**src/rtl/overlap_accum_seq_if.sv**
```systemverilog
// Term/result handshake bundle for overlap_accum_seq: serial term input,
// next-term index and the held overlap-add result.
interface overlap_accum_seq_if #(
  parameter int W   = 163,
  parameter int OFS = 82,
  parameter int K   = 3
);
  localparam int RW = (K - 1) * OFS + W;
  localparam int IW = $clog2(K);

  logic          in_valid;
  logic          in_ready;
  logic [W-1:0]  in_data;
  logic [IW-1:0] term_idx;
  logic          out_valid;
  logic          out_ready;
  logic [RW-1:0] out_data;

  modport master (
    output in_valid, in_data, out_ready,
    input  in_ready, term_idx, out_valid, out_data
  );

  modport slave (
    input  in_valid, in_data, out_ready,
    output in_ready, term_idx, out_valid, out_data
  );
endinterface

```
**src/rtl/overlap_accum_seq.sv**
```systemverilog
// Serial overlap-add: K terms arrive one per accept and are XOR-accumulated
// at offsets k*OFS into a RW-bit result held on a valid/ready output.
module overlap_accum_seq #(
  parameter int W   = 163,
  parameter int OFS = 82,
  parameter int K   = 3
) (
  input  logic               clk,
  input  logic               rst_n,
  input  logic               flush,
  overlap_accum_seq_if.slave bus
);
  localparam int RW = (K - 1) * OFS + W;
  localparam int IW = $clog2(K);

  typedef enum logic [1:0] {IDLE, ACC, DONE} state_t;

  state_t        state;
  logic [RW-1:0] acc;
  logic [RW-1:0] ext;
  logic [RW-1:0] shifted;

  assign ext          = RW'(bus.in_data);
  assign bus.out_data = acc;

  // Constant-shift mux keyed on the term index keeps every shift static.
  always_comb begin
    shifted = '0;
    for (int unsigned k = 0; k < K; k++) begin
      if (bus.term_idx == IW'(k)) shifted = ext << (k * OFS);
    end
  end

  always_ff @(posedge clk or negedge rst_n) begin
    if (!rst_n) begin
      state         <= IDLE;
      bus.term_idx  <= '0;
      acc           <= '0;
      bus.in_ready  <= 1'b1;
      bus.out_valid <= 1'b0;
    end else if (flush) begin
      state         <= IDLE;
      bus.term_idx  <= '0;
      acc           <= '0;
      bus.in_ready  <= 1'b1;
      bus.out_valid <= 1'b0;
    end else begin
      case (state)
        IDLE: begin
          if (bus.in_valid) begin
            // Term 0 overwrites so no earlier result can leak into this one.
            acc          <= ext;
            bus.term_idx <= IW'(1);
            state        <= ACC;
          end
        end
        ACC: begin
          if (bus.in_valid) begin
            acc <= acc ^ shifted;
            if (bus.term_idx == IW'(K - 1)) begin
              bus.term_idx  <= '0;
              bus.in_ready  <= 1'b0;
              bus.out_valid <= 1'b1;
              state         <= DONE;
            end else begin
              bus.term_idx <= bus.term_idx + IW'(1);
            end
          end
        end
        DONE: begin
          if (bus.out_ready) begin
            bus.in_ready  <= 1'b1;
            bus.out_valid <= 1'b0;
            state         <= IDLE;
          end
        end
        default: begin
          state         <= IDLE;
          bus.term_idx  <= '0;
          bus.in_ready  <= 1'b1;
          bus.out_valid <= 1'b0;
        end
      endcase
    end
  end
endmodule

```
**src/flat_wrapper.sv**
```systemverilog
// flat-port wrapper written by rule: the top's interface ports become plain ports
module overlap_accum_seq_flat 
#(
  parameter int W   = 163,
  parameter int OFS = 82,
  parameter int K   = 3
)
  (clk, rst_n, flush, bus_in_valid, bus_in_data, bus_out_ready, bus_in_ready, bus_term_idx, bus_out_valid, bus_out_data);
  overlap_accum_seq_if #(.W(W), .OFS(OFS), .K(K)) bus_i ();
  input  logic clk;
  input  logic rst_n;
  input  logic flush;
  input wire logic [$bits(bus_i.in_valid)-1:0] bus_in_valid;
  input wire logic [$bits(bus_i.in_data)-1:0] bus_in_data;
  input wire logic [$bits(bus_i.out_ready)-1:0] bus_out_ready;
  output wire logic [$bits(bus_i.in_ready)-1:0] bus_in_ready;
  output wire logic [$bits(bus_i.term_idx)-1:0] bus_term_idx;
  output wire logic [$bits(bus_i.out_valid)-1:0] bus_out_valid;
  output wire logic [$bits(bus_i.out_data)-1:0] bus_out_data;
  assign bus_i.in_valid = bus_in_valid;
  assign bus_i.in_data = bus_in_data;
  assign bus_i.out_ready = bus_out_ready;
  assign bus_in_ready = bus_i.in_ready;
  assign bus_term_idx = bus_i.term_idx;
  assign bus_out_valid = bus_i.out_valid;
  assign bus_out_data = bus_i.out_data;
  overlap_accum_seq #(.W(W), .OFS(OFS), .K(K)) u_core (.clk(clk), .rst_n(rst_n), .flush(flush), .bus(bus_i));
endmodule
```
**config.mk**
```make
export PLATFORM = sky130hd
export DESIGN_NAME = overlap_accum_seq_flat
export DESIGN_NICKNAME = d
export VERILOG_FILES = /design/src/rtl/overlap_accum_seq_if.sv /design/src/rtl/overlap_accum_seq.sv /design/src/flat_wrapper.sv
export SDC_FILE = /design/constraint.sdc
export NUM_CORES = 1
export LEC_CHECK = 0
export CORE_MARGIN = 2
export CORE_UTILIZATION = 45
export CTS_BUF_LIST = sky130_fd_sc_hd__clkbuf_16
export DETAILED_ROUTE_END_ITERATION = 8
export PLACE_DENSITY = 0.78
export SLEW_MARGIN = 15
export SYNTH_ARGS = -nofsm -noshare
export SYNTH_HDL_FRONTEND = slang
export SYNTH_SLANG_ARGS = --single-unit
```
**constraint.sdc**
```tcl
create_clock -name clk -period 1.95 [get_ports clk]
set_clock_uncertainty 0.1 [all_clocks]
set_input_delay 0.39 -clock clk [delete_from_list [all_inputs] [get_ports clk]]
set_output_delay 0.39 -clock clk [all_outputs]
set_load 0.02 [all_outputs]
```
==> results.json, run 1 <==
{
  "coreArea_um2": 40600,
  "outcome": "complete, but fails checks",
  "area_growth_pct": 44.4,
  "pwr_density_cell_nw_per_um2": 723,
  "critPathLaunchType": "flop",
  "max_freq_ghz": 0.511,
  "seq_area_frac_synth_pct": 45.1,
  "worstSetupPathType": "reg -> reg",
  "htreeDepth": 2,
  "peakVddDrop_v": 0.000499,
  "hold_slack_ps": 225,
  "p_leak_uw": 0.0129,
  "post_drt_wl_per_cell_um": 25.7,
  "slew_headroom_pct": 60.5,
  "chipHeight_um": 207,
  "fin_crit_ps": 1960,
  "cts_sinks": 333,
  "firstDrtPassIters": 8,
  "start_util_pct": 45.5,
  "die_area_um2": 42700,
  "p_sw_uw": 6130,
  "hold_viol_final": 0,
  "io_buffers": 498,
  "vias_per_cell": 6.56,
  "cp.required_ps": 2330,
  "ys_types": 44,
  "clk_latency_ps": 550,
  "clockBufferDepth": 3,
  "cts_made_buffers": 39,
  "fp-row-count": 74,
  "grt_overflow_total": 0,
  "pwr-share-comb_pct": 23.6,
  "post-route-period-util_pct": 100,
  "place.gp.congestion": 0.914,
  "avgSynthCellArea_um2": 9.24,
  "critPathCaptureType": "flop",
  "grt_pass1_vias": 19600,
  "maxCapViolations": 0,
  "ys_ff_latch": 333,
  "total_power_uw": 19300,
  "tightest_slew_ps": 592,
  "nets": 2661,
  "drtIter0Drc": 1961,
  "internal-power_uw": 13200,
  "switching_share_pct": 31.8,
  "hold_class": "in -> async",
  "antenna_found_initial": 3,
  "p_seq_share_pct": 39.6,
  "vias": 20100,
  "ant_nets": 0,
  "dp_hpwl_mm": 50.6,
  "cts_tree": "built",
  "clk_pin_slew_ps": 60,
  "grt_max_degree": 81,
  "drv_slew": 0,
  "pwr-share-clk_pct": 36.8,
  "rsz0062_at_grt": "yes",
  "worstPathArrival_ps": 2340,
  "root_buffer": "clkbuf_16",
  "finalSetupViolCount": 1,
  "synth_cells": 1999,
  "synth_area_um2": 18500,
  "fin_ws_ps": -6.97,
  "die_w_um": 207,
  "drive_above_1_share_pct": 14.6,
  "routed_wl_mm": 78.5,
  "grt_pass1_wl_mm": 114,
  "remaining_drc_errors": 0,
  "critPathMaxFanout": 17,
  "yosys_warnings": 0,
  "track_usage_pct": 34.6,
  "io_pins": 499,
  "violations": "setup timing",
  "synth_fp_nets": 2167
}
==> worst paths after layout <==
path / startpoint / to / slack [ps] / cells past startpoint
worst max-delay path: u_core.state[1]$_DFFE_PN0P_ / u_core.bus.out_data[124]$_DFFE_PN0P_ / -7 / 7
max in group asynchronous: rst_n / u_core.bus.out_data[114]$_DFFE_PN0P_ / 780 / 4
worst min-delay path: rst_n / u_core.bus.out_data[250]$_DFFE_PN0P_ / 230 / 2
min in group clk: flush / u_core.state[1]$_DFFE_PN0P_ / 280 / 3
worst max register to register: u_core.state[1]$_DFFE_PN0P_ / u_core.bus.out_data[124]$_DFFE_PN0P_ / -7 / 7
worst min register to register: u_core.bus.out_data[266]$_DFFE_PN0P_ / u_core.bus.out_data[266]$_DFFE_PN0P_ / 370 / 1
==> cells in the final DEF, fill, tap and decap left out, drive strengths merged, types with 62 or more instances in the layout <==
master,synthesis,routed
dfrtp,332,332
dlygate4sd2,0,327
o21ai,313,313
nand2,214,214
nor2,210,210
clkdlybuf4s50,0,165
buf,102,147
mux2i,82,82
a32oi,82,82
a221o,81,81
a22oi,81,81
nor4,81,81
and3,68,68
mux2,68,68
o211ai,62,62
==> state kept, by name (all words and copies together) (netlist names) <==
register and count:
u_core.bus.out_valid 1, u_core.bus.term_idx 2, u_core.bus.out_data 327, u_core.bus.in_ready 1, u_core.state 2
==> stage by stage <==
stage | setup slack (ps) | cells | setup TNS (ps) | utilization [%] | cell area [µm²]
final | -6.97 | 3057 | -6.97 | 65.6 | 26700
after global routing | -42.4 | 3056 | -1120 | 65.6 | 26700
after global placement | -352 | 2953 | -73200 | 61.3 | 24900
after floorplan | -26.4 | 1999 | -158 | - | 18600
after detailed placement | -418 | 2953 | -84640 | 61.3 | 24900
after CTS | -27.9 | 3026 | -174 | 63.5 | 25800
==> worst max-delay path, cell delays in order, from the launching register on <==
cell and delay (ps):
dfrtp_2 440, buf_6 150, nand4bb_4 280, buf_4 190
buf_12 130, clkbuf_16 200, nor4_4 230, a221o_1 150
==> routing by layer <==
layer / share of wire, % / track usage, %
met1: 37 / 45.1
met2: 46 / 54.7
met3: 11 / 6.84
met4: 5.4 / 18.5
met5: 0 / 0
==> cell families after synthesis <==
kind of cell,share of synthesized area [%]
compound gates,23.9
simple gates,14.9
flops,45.1
buf+inv,5.17
mux,8.59
xor+xnor,2.32
==> power groups by stage <==
stage / clock network (µW) / logic, µW / registers, µW
CTS: 7140 / 4220 / 7610
global route: 7410 / 4820 / 7680
floorplan: 0 / 1680 / 8090
detailed placement: 0 / 4420 / 7740
finish: 7090 / 4560 / 7650
global placement: 0 / 4300 / 7720
==> repair_timing <==
item / 4_1_cts / 5_1_grt
setup buffers: 2 / 15
hold buffers: 1 / 0
endpoints found under the setup margin: 350 / 173
endpoints found under the hold margin: 99 / 0
gates cloned: 1 / 13
pin swaps: 5 / 38
resized for setup: 358 / 93
==> cells in the mapped netlist (all sizes together) <==
cell     count  area [µm²]
inv          2        7.50
a21oi       39         199
or3          1        6.26
and3        68         425
nor3         1        5.00
o21ai      313        1570
nor2b        4        25.0
mux2i       82         821
a221o       81         811
nand3b       1        7.51
nand4bb      1        11.3
clkbuf      99         372
or3b         1        8.76
o211ai      62         465
and2b        1        7.51
nor4        81         507
a31oi        1        6.26
nand2b       2        20.0
and2         1        6.26
o22a         1        8.76
mux2        68         766
o211a        1        10.0
a22oi       81         608
nand2      214         811
or2          1        6.26
or4         13        97.6
nand4b       1        8.76
dfstp        1        26.3
xor2        49         429
dfrtp      332        8310
o21a         1        7.51
a21boi       1        18.8
a32oi       82         718
buf        102         577
nor2       210         796
==> area by class of cell <==
class | count | area (µm²)
fillers | 3263 | 14000
multi-input cells | 1463 | 9700
flip-flops and latches | 333 | 8340
repair buffers | 654 | 6760
clock buffers | 41 | 1030
well taps | 532 | 666
clock inverters | 28 | 169
diodes | 4 | 10.0
inverters | 2 | 7.51
Note: power is estimated with default switching activity, not from simulation.
==> run 2, diff against run 1 <==
--- a/config.mk
+++ b/config.mk
@@ -9,6 +9,7 @@
 export CORE_UTILIZATION = 45
 export CTS_BUF_LIST = sky130_fd_sc_hd__clkbuf_16
 export DETAILED_ROUTE_END_ITERATION = 8
+export MAX_ROUTING_LAYER = met4
 export PLACE_DENSITY = 0.78
 export SLEW_MARGIN = 15
 export SYNTH_ARGS = -nofsm -noshare
==> run 2 against run 1 <==
The flow still finishes with violations (setup timing). Sequential power is essentially flat. Count of clock-buffer cells in the layout unchanged. Critical path depth decreased by 1. Via count down 1.3%. First-iteration DRC count rose by 8.1%. Combinational power is 3% lower. Clock power rose by 12%. Critical endpoint is now u_core.bus.out_data[179]$_DFFE_PN0P_. Largest cell class unchanged.
==> results.json, run 2 (synthesis gave the netlist of run 1 again) <==
{
  "pwr_density_cell_nw_per_um2": 751,
  "place.gp.congestion": 0.949,
  "instances_no_fill": 3063,
  "pwr-share-comb_pct": 22.2,
  "grt_overflow_total": 0,
  "die_w_um": 207,
  "clk_latency_ps": 550,
  "io_buffers": 498,
  "max_freq_ghz": 0.512,
  "critPathLaunchType": "flop",
  "htreeDepth": 2,
  "die_area_um2": 42700,
  "slew_headroom_pct": 63.9,
  "grt_pass1_wl_mm": 113,
  "fin_crit_ps": 1950,
  "firstDrtPassIters": 6,
  "fin_ws_ps": -4.99,
  "pwr-share-clk_pct": 39.6,
  "drtIter0Drc": 2119,
  "critPathMaxFanout": 22,
  "hold_slack_ps": 226,
  "cpPeakStageDelay_ps": 530,
  "outcome": "complete, but fails checks",
  "post-route-period-util_pct": 100,
  "clockBufferDepth": 3,
  "cts_sinks": 333,
  "drv_slew": 0,
  "vias": 19800,
  "root_buffer": "clkbuf_16",
  "nets": 2663,
  "hold_class": "in -> async",
  "fillers": 3252,
  "final_cell_mix": "dfrtp_1 (330), dlygate4sd2_1 (326), o21ai_0 (213), nand2_1 (211), nor2_1 (206)",
  "fp-row-count": 74,
  "routed_wl_mm": 75.8,
  "dp_cells": 2966,
  "cpMaxStageDelayCell": "dfrtp_4",
  "coreArea_um2": 40600,
  "violations": "setup timing",
  "peakVddDrop_v": 0.000535,
  "hold_viol_final": 0,
  "dp_hpwl_mm": 50.9,
  "remaining_drc_errors": 0,
  "p_sw_uw": 6040,
  "p_leak_uw": 0.0129,
  "internal-power_uw": 14000,
  "cts_made_buffers": 39,
  "switching_share_pct": 30.2,
  "ant_nets": 0,
  "post_drt_wl_per_cell_um": 24.7,
  "cp.required_ps": 2280,
  "critPathCaptureType": "flop",
  "area_growth_pct": 44.1,
  "io_pins": 499,
  "multi_input_area_um2": 9560,
  "start_util_pct": 45.5,
  "rsz0062_at_grt": "yes",
  "largest_reg_flops": 327,
  "antenna_found_initial": 5,
  "register_area_um2": 8340,
  "grt_pass1_vias": 19300,
  "track_usage_pct": 35.4,
  "clk_pin_slew_ps": 60,
  "worstSetupPathType": "reg -> reg",
  "worstPathArrival_ps": 2280,
  "drive_above_1_share_pct": 14.5,
  "maxCapViolations": 0,
  "cp_top_family": "flip-flops",
  "cts_tree": "built",
  "tightest_slew_ps": 542,
  "chipHeight_um": 207,
  "vias_per_cell": 6.46,
  "finalSetupViolCount": 1,
  "cp_cell_sequence": "nor2b_2 > a21boi_4 > buf_6 > buf_12 > a22oi_1 > mux2_2",
  "p_seq_share_pct": 38.2,
  "layout_commonest_cell": "dfrtp_1",
  "grt_max_degree": 81,
  "critPathBufInv": 2
}
run 2: cell types whose count changed in the layout (fill, tap and decap cells not counted), sizes merged:
cell | before | now
clkdlybuf4s15 | 1 | 3
buf | 147 | 155
dlygate4sd2 | 327 | 326
inv | 13 | 9
diode | 4 | 6
clkinvlp | 2 | 3
bufinv | 2 | 8
bufbuf | 0 | 2
clkinv | 13 | 12
clkbuf | 54 | 45
run 2: worst paths after layout:
path / startpoint / slack, ps / end / depth (start not counted)
worst max-delay path: u_core.bus.term_idx[0]$_DFFE_PN0P_ / -5 / u_core.bus.out_data[179]$_DFFE_PN0P_ / 6
worst min-delay path: rst_n / 230 / u_core.bus.out_data[255]$_DFFE_PN0P_ / 2
worst max register to register: u_core.bus.term_idx[0]$_DFFE_PN0P_ / -5 / u_core.bus.out_data[179]$_DFFE_PN0P_ / 6
worst min register to register: u_core.bus.out_data[302]$_DFFE_PN0P_ / 360 / u_core.bus.out_data[302]$_DFFE_PN0P_ / 1
max in group asynchronous: rst_n / 730 / u_core.bus.out_data[198]$_DFFE_PN0P_ / 4
min in group clk: flush / 270 / u_core.state[1]$_DFFE_PN0P_ / 3
run 2: power by group through the flow:
stage,Sequential (µW),Clock [µW],Combinational (µW)
after global placement,7730,0,4340
after detailed placement,7750,0,4450
after CTS,7620,8000,4290
after global routing,7680,8240,4720
after floorplan,8090,0,1680
final,7640,7920,4440
run 2: metal layers:
layer | vias to the layer above | share of wire (%) | GRT usage [%]
met1 | 9660 | 38 | 45.0
met5 | - | 0 | -
met2 | 1416 | 46 | 54.8
met3 | 254 | 10 | 6.34
li1 | 8468 | - | -
met4 | 0 | 5.2 | 16.8
run 2: layout make-up:
type	instances	area share, %
flip-flops and latches	333	31.3
diodes	6	0.0564
multi-input cells	1463	35.9
clock inverters	30	1.28
inverters	2	0.0282
repair buffers	656	25.0
well taps	532	2.50
clock buffers	41	3.85
run 2: worst register-to-register path, delay by kind of cell, from the launching register on:
family / cells / cell delay, ps
buffers and inverters: 2 / 310
AO/OA/AOI/OAI: 2 / 360
flip-flops: 1 / 530
multiplexers: 1 / 360
AND/OR/NAND/NOR: 1 / 180
run 2: repair_timing:
item,in CTS,in global routing
hold buffers,1,0
gates cloned,2,4
setup endpoints to repair,339,82
gates resized for setup,345,82
hold endpoints to repair,86,0
pin swaps,0,5
setup buffers,4,10
run 2: through the flow:
stage | setup TNS [ps] | instance area [µm²] | power [µW] | setup slack [ps] | util [%]
5_1_grt | -556 | 26600 | 20600 | -52.9 | 65.5
3_3_place_gp | -73710 | 25100 | 12100 | -362 | 61.7
4_1_cts | -1320 | 26200 | 19900 | -99.6 | 64.4
3_5_place_dp | -81390 | 25100 | 12200 | -409 | 61.7
6_report | -4.99 | 26600 | 20000 | -4.99 | 65.5
2_1_floorplan | -158 | 18600 | 9780 | -26.4 | -
